$ cat config.mk
export PLATFORM = sky130hd
export DESIGN_NAME = ctrl_decode_pipe
export DESIGN_NICKNAME = d
export VERILOG_FILES = /design/src/rtl/ctrl_decode_pipe.sv
export SDC_FILE = /design/constraint.sdc
export NUM_CORES = 1
export LEC_CHECK = 0
export ABC_AREA = 1
export CORE_MARGIN = 4
export CORE_UTILIZATION = 53
export DETAILED_ROUTE_END_ITERATION = 16
export PLACE_DENSITY = 0.87
export SLEW_MARGIN = 0
export SYNTH_ARGS = -nofsm -noshare
export SYNTH_HDL_FRONTEND = slang
export SYNTH_SLANG_ARGS = --single-unit
export TNS_END_PERCENT = 1
$ cat constraint.sdc
create_clock -name clk_i -period 3 [get_ports clk_i]
set_input_delay 0.6 -clock clk_i [delete_from_list [all_inputs] [get_ports clk_i]]
set_output_delay 0.6 -clock clk_i [all_outputs]
set_load 0.01 [all_outputs]
$ cat src/rtl/ctrl_decode_pipe.sv
// RV32I(+M) control decoder with a registered ID/EX output stage,
// load-use bubble insertion, flush, illegal flagging and perf counters.
module ctrl_decode_pipe #(
    parameter int ALUOP_W = 5,
    parameter bit EN_MEXT = 1'b1,
    parameter int CNT_W   = 16
) (
    input  logic               clk_i,
    input  logic               rst_i,
    input  logic [31:0]        inst_i,
    input  logic               inst_valid_i,
    output logic               inst_ready_o,
    input  logic               flush_i,
    input  logic               ex_ready_i,
    output logic               ctrl_valid_o,
    output logic               branch_o,
    output logic               mem_read_o,
    output logic               mem_to_reg_o,
    output logic               mem_write_o,
    output logic               alu_src_o,
    output logic               reg_write_o,
    output logic               reg_read1_e_o,
    output logic               reg_read2_e_o,
    output logic [ALUOP_W-1:0] alu_op_o,
    output logic [4:0]         rd_o,
    output logic [2:0]         funct3_o,
    output logic               illegal_o,
    output logic [CNT_W-1:0]   issue_cnt_o,
    output logic [CNT_W-1:0]   stall_cnt_o
);

    localparam logic [4:0] OP_NOP = 5'd0, OP_ADD = 5'd1, OP_SUB = 5'd2;
    localparam logic [4:0] OP_SLL = 5'd3, OP_SLT = 5'd4, OP_SLTU = 5'd5;
    localparam logic [4:0] OP_XOR = 5'd6, OP_SRL = 5'd7, OP_SRA = 5'd8;
    localparam logic [4:0] OP_OR = 5'd9, OP_AND = 5'd10, OP_BEQ = 5'd11;
    localparam logic [4:0] OP_BNE = 5'd12, OP_BLT = 5'd13, OP_BGE = 5'd14;
    localparam logic [4:0] OP_BLTU = 5'd15, OP_BGEU = 5'd16, OP_JAL = 5'd17;
    localparam logic [4:0] OP_LUI = 5'd18, OP_AUIPC = 5'd19, OP_MUL = 5'd20;

    typedef struct packed {
        logic               branch;
        logic               mem_read;
        logic               mem_to_reg;
        logic               mem_write;
        logic               alu_src;
        logic               reg_write;
        logic               rd1;
        logic               rd2;
        logic               illegal;
        logic [ALUOP_W-1:0] alu_op;
        logic [4:0]         rd;
        logic [2:0]         funct3;
    } bundle_t;

    bundle_t    d;
    bundle_t    q;
    logic       valid;
    logic [4:0] op;
    logic       ill;
    logic [6:0] opc;
    logic [2:0] f3;
    logic [6:0] f7;
    logic       load_en;
    logic       hazard;

    assign opc = inst_i[6:0];
    assign f3  = inst_i[14:12];
    assign f7  = inst_i[31:25];

    always_comb begin
        d        = '0;
        d.rd     = inst_i[11:7];
        d.funct3 = f3;
        op       = OP_NOP;
        ill      = 1'b0;
        case (opc)
            7'b0010011: begin
                d.alu_src = 1'b1; d.rd1 = 1'b1; d.reg_write = 1'b1;
                case (f3)
                    3'b000: op = OP_ADD;
                    3'b010: op = OP_SLT;
                    3'b011: op = OP_SLTU;
                    3'b100: op = OP_XOR;
                    3'b110: op = OP_OR;
                    3'b111: op = OP_AND;
                    3'b001: if (f7 == 7'b0) op = OP_SLL; else ill = 1'b1;
                    default: begin
                        if (f7 == 7'b0) op = OP_SRL;
                        else if (f7 == 7'b0100000) op = OP_SRA;
                        else ill = 1'b1;
                    end
                endcase
            end
            7'b0110011: begin
                d.rd1 = 1'b1; d.rd2 = 1'b1; d.reg_write = 1'b1;
                if (f7 == 7'b0) begin
                    case (f3)
                        3'b000: op = OP_ADD;
                        3'b001: op = OP_SLL;
                        3'b010: op = OP_SLT;
                        3'b011: op = OP_SLTU;
                        3'b100: op = OP_XOR;
                        3'b101: op = OP_SRL;
                        3'b110: op = OP_OR;
                        default: op = OP_AND;
                    endcase
                end else if (f7 == 7'b0100000 && f3 == 3'b000) begin
                    op = OP_SUB;
                end else if (f7 == 7'b0100000 && f3 == 3'b101) begin
                    op = OP_SRA;
                end else if (f7 == 7'b0000001 && EN_MEXT) begin
                    // MUL..REMU are contiguous, indexed by funct3
                    op = OP_MUL + {2'b00, f3};
                end else begin
                    ill = 1'b1;
                end
            end
            7'b0000011: begin
                op = OP_ADD; d.alu_src = 1'b1; d.mem_read = 1'b1;
                d.mem_to_reg = 1'b1; d.reg_write = 1'b1; d.rd1 = 1'b1;
                ill = (f3 == 3'b011) || (f3 == 3'b110) || (f3 == 3'b111);
            end
            7'b0100011: begin
                op = OP_ADD; d.alu_src = 1'b1; d.mem_write = 1'b1;
                d.rd1 = 1'b1; d.rd2 = 1'b1;
                ill = f3[2] || (f3 == 3'b011);
            end
            7'b1100011: begin
                d.branch = 1'b1; d.rd1 = 1'b1; d.rd2 = 1'b1;
                case (f3)
                    3'b000: op = OP_BEQ;
                    3'b001: op = OP_BNE;
                    3'b100: op = OP_BLT;
                    3'b101: op = OP_BGE;
                    3'b110: op = OP_BLTU;
                    3'b111: op = OP_BGEU;
                    default: ill = 1'b1;
                endcase
            end
            7'b1101111: begin
                op = OP_JAL; d.reg_write = 1'b1;
            end
            7'b1100111: begin
                op = OP_JAL; d.rd1 = 1'b1; d.reg_write = 1'b1;
                d.alu_src = 1'b1; ill = (f3 != 3'b000);
            end
            7'b0110111: begin
                op = OP_LUI; d.alu_src = 1'b1; d.reg_write = 1'b1;
            end
            7'b0010111: begin
                op = OP_AUIPC; d.alu_src = 1'b1; d.reg_write = 1'b1;
            end
            default: ill = 1'b1;
        endcase
        d.alu_op = ALUOP_W'(op);
        if (ill) begin
            d        = '0;
            d.rd     = inst_i[11:7];
            d.funct3 = f3;
            d.illegal = 1'b1;
        end
    end

    assign load_en = !valid || ex_ready_i;
    assign hazard  = inst_valid_i && valid && q.mem_read && (q.rd != 5'd0)
                  && ((d.rd1 && inst_i[19:15] == q.rd)
                   || (d.rd2 && inst_i[24:20] == q.rd));
    assign inst_ready_o = rst_i && (flush_i || (load_en && !hazard));

    always_ff @(posedge clk_i or negedge rst_i) begin
        if (!rst_i) begin
            valid       <= 1'b0;
            q           <= '0;
            issue_cnt_o <= '0;
            stall_cnt_o <= '0;
        end else if (flush_i) begin
            valid <= 1'b0;
            q     <= '0;
        end else begin
            if (valid && ex_ready_i)
                issue_cnt_o <= issue_cnt_o + 1'b1;
            if (load_en) begin
                if (hazard) begin
                    valid       <= 1'b0;
                    q           <= '0;
                    stall_cnt_o <= stall_cnt_o + 1'b1;
                end else if (inst_valid_i) begin
                    valid <= 1'b1;
                    q     <= d;
                end else begin
                    valid <= 1'b0;
                    q     <= '0;
                end
            end
        end
    end

    assign ctrl_valid_o  = valid;
    assign branch_o      = q.branch;
    assign mem_read_o    = q.mem_read;
    assign mem_to_reg_o  = q.mem_to_reg;
    assign mem_write_o   = q.mem_write;
    assign alu_src_o     = q.alu_src;
    assign reg_write_o   = q.reg_write;
    assign reg_read1_e_o = q.rd1;
    assign reg_read2_e_o = q.rd2;
    assign alu_op_o      = q.alu_op;
    assign rd_o          = q.rd;
    assign funct3_o      = q.funct3;
    assign illegal_o     = q.illegal;

endmodule

==> results.json, run 1 <==
{
  "finalCritPeriodShare": 0.973,
  "diodes": 0,
  "cp.depth": 13,
  "mostFrequentLayoutCell": "nand2_1",
  "critical_path.cell_chain": "clkdlybuf4s50_1, inv_2, nand2_2, nor2_4, inv_1, nor2_2, nand3_1, nand2_1, nand2_2, nand2_1, nor2_2, a21oi_2, buf_2",
  "cp-end-kind": "output pin",
  "worst_pin_slew_ns": 0.746,
  "status": "completed",
  "nets": 643,
  "synth.cell_area_um2": 3440,
  "slew_violations": 0,
  "crit_required_ns": 2.40,
  "viasPerCell": 5.38,
  "total_power_uw": 1650,
  "path_delay_family": "simple AND/OR/NAND/NOR gates",
  "grt_max_degree": 55,
  "ioPinCount": 93,
  "cts.sink_count": 54,
  "finClkSkew_ns": 0.00921,
  "place_congestion": 0.985,
  "clock_path_buffers": 2,
  "timing.final.crit_period_ns": 2.92,
  "dieArea_um2": 7850,
  "antenna_found_initial": 0,
  "ant_nets": 0,
  "cts_buffers": 5,
  "p_per_area_nw_per_um2": 332,
  "first_pass_iters": 5,
  "dp_slack_ns": -0.379,
  "core_um2": 6310,
  "vias": 3634,
  "htree_levels": 2,
  "crit_buf_inv": 4,
  "grt.overflow.total": 0,
  "slowest_stage": "clkdlybuf4s50_1",
  "crit_arrival_ns": 2.32,
  "area_growth_pct": 44.3,
  "path_clk_slew_ns": 0.10,
  "slowest_delay_ns": 0.44,
  "clock_latency_ns": 0.32,
  "tritoncts": "built",
  "num_rows": 29,
  "cts_hold_buf": 0,
  "hpwl_um": 7700,
  "cts-root-buf": "clkbuf_8",
  "wl_um": 9740,
  "wl_per_cell_um": 14.4,
  "netlist_instances": 451,
  "initial_utilization": 0.545,
  "max_slew_margin": 0.498,
  "ys_warn_count": 0,
  "grt_pass1_vias": 3621,
  "ys_async_sr_fraction": 1.00,
  "synth-main-ff-cell": "dfrtp_1",
  "worstReg2RegEnd": "stall_cnt_o[5]",
  "peakVddDrop_uv": 315,
  "grt_use_total": 0.261,
  "layout_common_cells": "nand2_1, clkdlybuf4s50_1, inv_1, dfrtp_1, buf_4",
  "leakage_uw": 0.00235,
  "die_width_um": 88.6,
  "ff2ff_path_depth": 12,
  "fmax_mhz": 343,
  "worst-setup-path-type": "primary input to output pin",
  "synth_edf_count": 0,
  "ys_ff_latch": 54,
  "setup_viol": 0,
  "grt_pass1_wl_um": 16300,
  "yosysSeqAreaShare": 0.393,
  "r2r_start": "rd_o[3]",
  "cp-start-kind": "primary input",
  "hold_viol": 0,
  "dp.cells": 667,
  "crit_fanout": 5,
  "r2r_setup_slack_ns": 0.94,
  "syn_area_per_cell_um2": 7.63,
  "fin_tns_setup_ns": 0,
  "fin_cells": 676,
  "drive_above_1_share": 0.174,
  "drv_cap": 0,
  "die_h_um": 88.6,
  "drc": 0,
  "port_buffers": 92,
  "hold_path_class": "primary input to async pin",
  "synth_cell_type_count": 37,
  "setup_ws_ns": 0.0810,
  "drtIter0Drc": 275,
  "synth_fp_nets": 496,
  "hold_slack_ns": 0.443
}
[timing repair]
item / in CTS / in global routing
gates resized for setup: 5 / 11
setup endpoints to repair: 1 / 1
pin swaps: 0 / 3
buffers inserted: 0 / 1
[state kept, by name, summed over array words and instances, names as in the netlist, 3 cells and up]
register / count
stall_cnt_o: 16
funct3_o: 3
rd_o: 5
issue_cnt_o: 16
alu_op_o: 5
[worst max path at each step]
stage	start	slack, ns	end
after floorplan	inst_i[2]	0.72	inst_ready_o
after global placement	inst_i[13]	-0.33	inst_ready_o
after detailed placement	inst_i[13]	-0.38	inst_ready_o
after CTS	inst_i[3]	0.004	inst_ready_o
after global routing	inst_i[2]	-0.02	inst_ready_o
final	inst_i[2]	0.08	inst_ready_o
[cell type report]
class,instances,area [µm²]
multi-input combinational,311,1760
sequential,54,1350
fill,420,1350
timing repair buffer,147,1340
inverter,79,297
tap,77,96.3
clock buffer,6,82.6
clock inverter,2,38.8
[stage by stage]
stage               utilization  area (µm²)
floorplan                     -        3440
global placement          0.762        4810
detailed placement        0.762        4810
CTS                       0.781        4930
global route              0.786        4960
finish                    0.786        4960
[synthesized netlist by cell type, drive strengths merged (8+ instances only)]
cell | number | area (µm²)
a21oi | 9 | 56.3
dfrtp | 54 | 1350
ha | 8 | 100
inv | 79 | 297
nand2 | 99 | 404
nand3 | 52 | 295
nand4 | 14 | 87.6
nor2 | 42 | 193
nor3 | 8 | 56.3
o21ai | 31 | 155
xnor2 | 14 | 123
xor2 | 14 | 123
[power by group]
| part | leakage, µW | switching, µW | internal [µW] |
|---|---|---|---|
| combinational | 0.00158 | 149 | 174 |
| sequential | 0.000712 | 41.1 | 759 |
| clock | 0.0000618 | 249 | 275 |
| total | 0.00235 | 439 | 1210 |
[routing by layer]
| metal | global-route usage | up-vias | share of wire |
|---|---|---|---|
| met5 | 0 | - | 0 |
| met4 | 0.0975 | 0 | 0.030 |
| met3 | 0.0354 | 31 | 0.058 |
| met2 | 0.471 | 134 | 0.52 |
| met1 | 0.317 | 1722 | 0.39 |
| li1 | - | 1747 | - |
[logic make-up (layout without fill, tap and decap cells)]
kind of cell               Yosys count  count (layout)  synth area share
and+or+nand+nor                    220             220             0.311
buffers and inverters               86             234             0.104
AOI/OAI and AO/OA                   54              54            0.0895
DFF                                 54              54             0.393
xor gates and xnor gates            28              28            0.0713
adders and majority gates            8               8            0.0291
muxes                                1               1           0.00327
(Power assumes the default switching activity.)
==> inputs of run 2 (changes only) <==
Settings changed: CORE_MARGIN 4 to not set.
==> results.json, run 2 (synthesized netlist as in run 1, its figures left out) <==
{
  "area_growth_pct": 42.5,
  "port_buffers": 92,
  "fmax_mhz": 347,
  "grt_pass1_vias": 3533,
  "status": "completed",
  "critical_path.cell_chain": "clkdlybuf4s50_1, nand2_2, buf_4, nor3_4, nand2_2, nand2_2, nand2_2, nand2_1, nand2_2, nor2_4, a21oi_2, buf_2",
  "cts.sink_count": 54,
  "p_per_area_nw_per_um2": 319,
  "cp-end-kind": "output pin",
  "cts-root-buf": "clkbuf_8",
  "worst_pin_slew_ns": 0.817,
  "cp.depth": 12,
  "worst-setup-path-type": "primary input to output pin",
  "grt_use_total": 0.314,
  "htree_levels": 2,
  "drtIter0Drc": 277,
  "layout_common_cells": "clkdlybuf4s50_1, nand2_1, inv_1, dfrtp_1, buf_4",
  "cp-start-kind": "primary input",
  "tritoncts": "built",
  "hold_viol": 0,
  "die_width_um": 82.6,
  "ioPinCount": 93,
  "initial_utilization": 0.564,
  "crit_required_ns": 2.40,
  "drv_cap": 0,
  "endpoint": "inst_ready_o",
  "fin_tns_setup_ns": 0,
  "design_area_um2": 4900,
  "path_clk_slew_ns": 0.11,
  "finalCritPeriodShare": 0.961,
  "r2r_setup_slack_ns": 0.83,
  "clock_path_buffers": 2,
  "crit_buf_inv": 3,
  "cts_buffers": 5,
  "diodes": 0,
  "grt_max_degree": 55,
  "r2r_start": "rd_o[4]",
  "finClkSkew_ns": 0.00952,
  "total_power_uw": 1560,
  "timing.final.crit_period_ns": 2.88,
  "wl_per_cell_um": 15.2,
  "grt_util_met2": 0.579,
  "drive_above_1_share": 0.169,
  "crit_fanout": 3,
  "antenna_found_initial": 0,
  "grt.overflow.total": 0,
  "num_rows": 28,
  "slowest_delay_ns": 0.47,
  "fill_cells": 422,
  "crit_path_frequent_cell": "nand2_2",
  "leakage_uw": 0.00229,
  "viasPerCell": 5.34,
  "dieArea_um2": 6820,
  "peakVddDrop_uv": 269,
  "ff2ff_path_depth": 13,
  "use_met1": 0.359,
  "die_h_um": 82.6,
  "crit_path_start": "inst_i[1]",
  "nets": 640,
  "hold_path_class": "primary input to async pin",
  "slowest_stage": "clkdlybuf4s50_1",
  "top_usage_layer": "met2",
  "placedInstanceArea_um2": 4780,
  "max_slew_margin": 0.451,
  "path_delay_family": "simple AND/OR/NAND/NOR gates",
  "wl_um": 10200,
  "place_congestion": 0.977,
  "first_pass_iters": 5,
  "grtUsageMet3": 0.0527,
  "slew_violations": 0,
  "clock_latency_ns": 0.31,
  "core_um2": 6100,
  "drc": 0,
  "crit_arrival_ns": 2.28,
  "grt_pass1_wl_um": 16000,
  "ant_nets": 0,
  "worstReg2RegEnd": "stall_cnt_o[2]",
  "mostFrequentLayoutCell": "clkdlybuf4s50_1",
  "reg_top3": "issue_cnt_o: 16 flops, stall_cnt_o: 16 flops",
  "setup_viol": 0,
  "vias": 3580,
  "hpwl_um": 7910
}
## run 2: cell types whose count changed in the layout (fill, tap and decap cells not counted), sizes merged
cell | before | now
clkinvlp | 0 | 2
dlymetal6s2s | 3 | 0
bufinv | 1 | 0
clkbuf | 6 | 5
dlygate4sd2 | 2 | 0
clkdlybuf4s50 | 85 | 90
buf | 57 | 54
## run 2: what timing repair did
| item | in CTS | in global routing |
|---|---|---|
| pin swaps | 2 | 4 |
| buffers inserted | 1 | 1 |
| hold buffers | 0 | 0 |
| gates resized for setup | 7 | 4 |
| setup endpoints to repair | 1 | 1 |
## run 2: per-stage QoR
| stage | setup slack [ns] | hold slack (ns) | utilization | instances |
|---|---|---|---|---|
| finish | 0.118 | 0.469 | 0.804 | 671 |
| global route | -0.00368 | 0.518 | 0.804 | 671 |
| detailed placement | -0.380 | 0.487 | 0.784 | 661 |
| global placement | -0.233 | 0.460 | 0.784 | 661 |
| floorplan | 0.716 | 0.304 | - | 451 |
| CTS | 0.0162 | 0.493 | 0.801 | 670 |
## run 2: power breakdown
part | total [µW] | switching, µW | internal (µW) | leakage (µW)
Sequential | 803 | 43.7 | 759 | 0.000712
Clock | 434 | 266 | 168 | 0.0000408
Combinational | 326 | 151 | 175 | 0.00154
Total | 1560 | 461 | 1100 | 0.00229
## run 2: layout make-up
class	count	area (µm²)	area share
Multi-Input combinational cell	311	1750	0.358
Clock inverter	3	23.8	0.00485
Clock buffer	5	68.8	0.0140
Inverter	79	297	0.0605
Timing Repair Buffer	144	1310	0.268
Tap cell	75	93.8	0.0191
Sequential cell	54	1350	0.276
## run 2: worst min-delay path by stage
| stage | end | slack, ns | depth (start not counted) |
|---|---|---|---|
| CTS | rd_o[2] | 0.49 | 2 |
| global placement | issue_cnt_o[15] | 0.46 | 1 |
| floorplan | alu_op_o[0] | 0.30 | 0 |
| finish | rd_o[0] | 0.47 | 2 |
| detailed placement | issue_cnt_o[14] | 0.49 | 1 |
| global route | rd_o[1] | 0.52 | 2 |
## run 2: per-layer routing
metal  wire [µm]  vias up
li1            -     1736
met1        4140     1672
met2        5190      146
met3         572       26
met4         291        0
met5           0        -
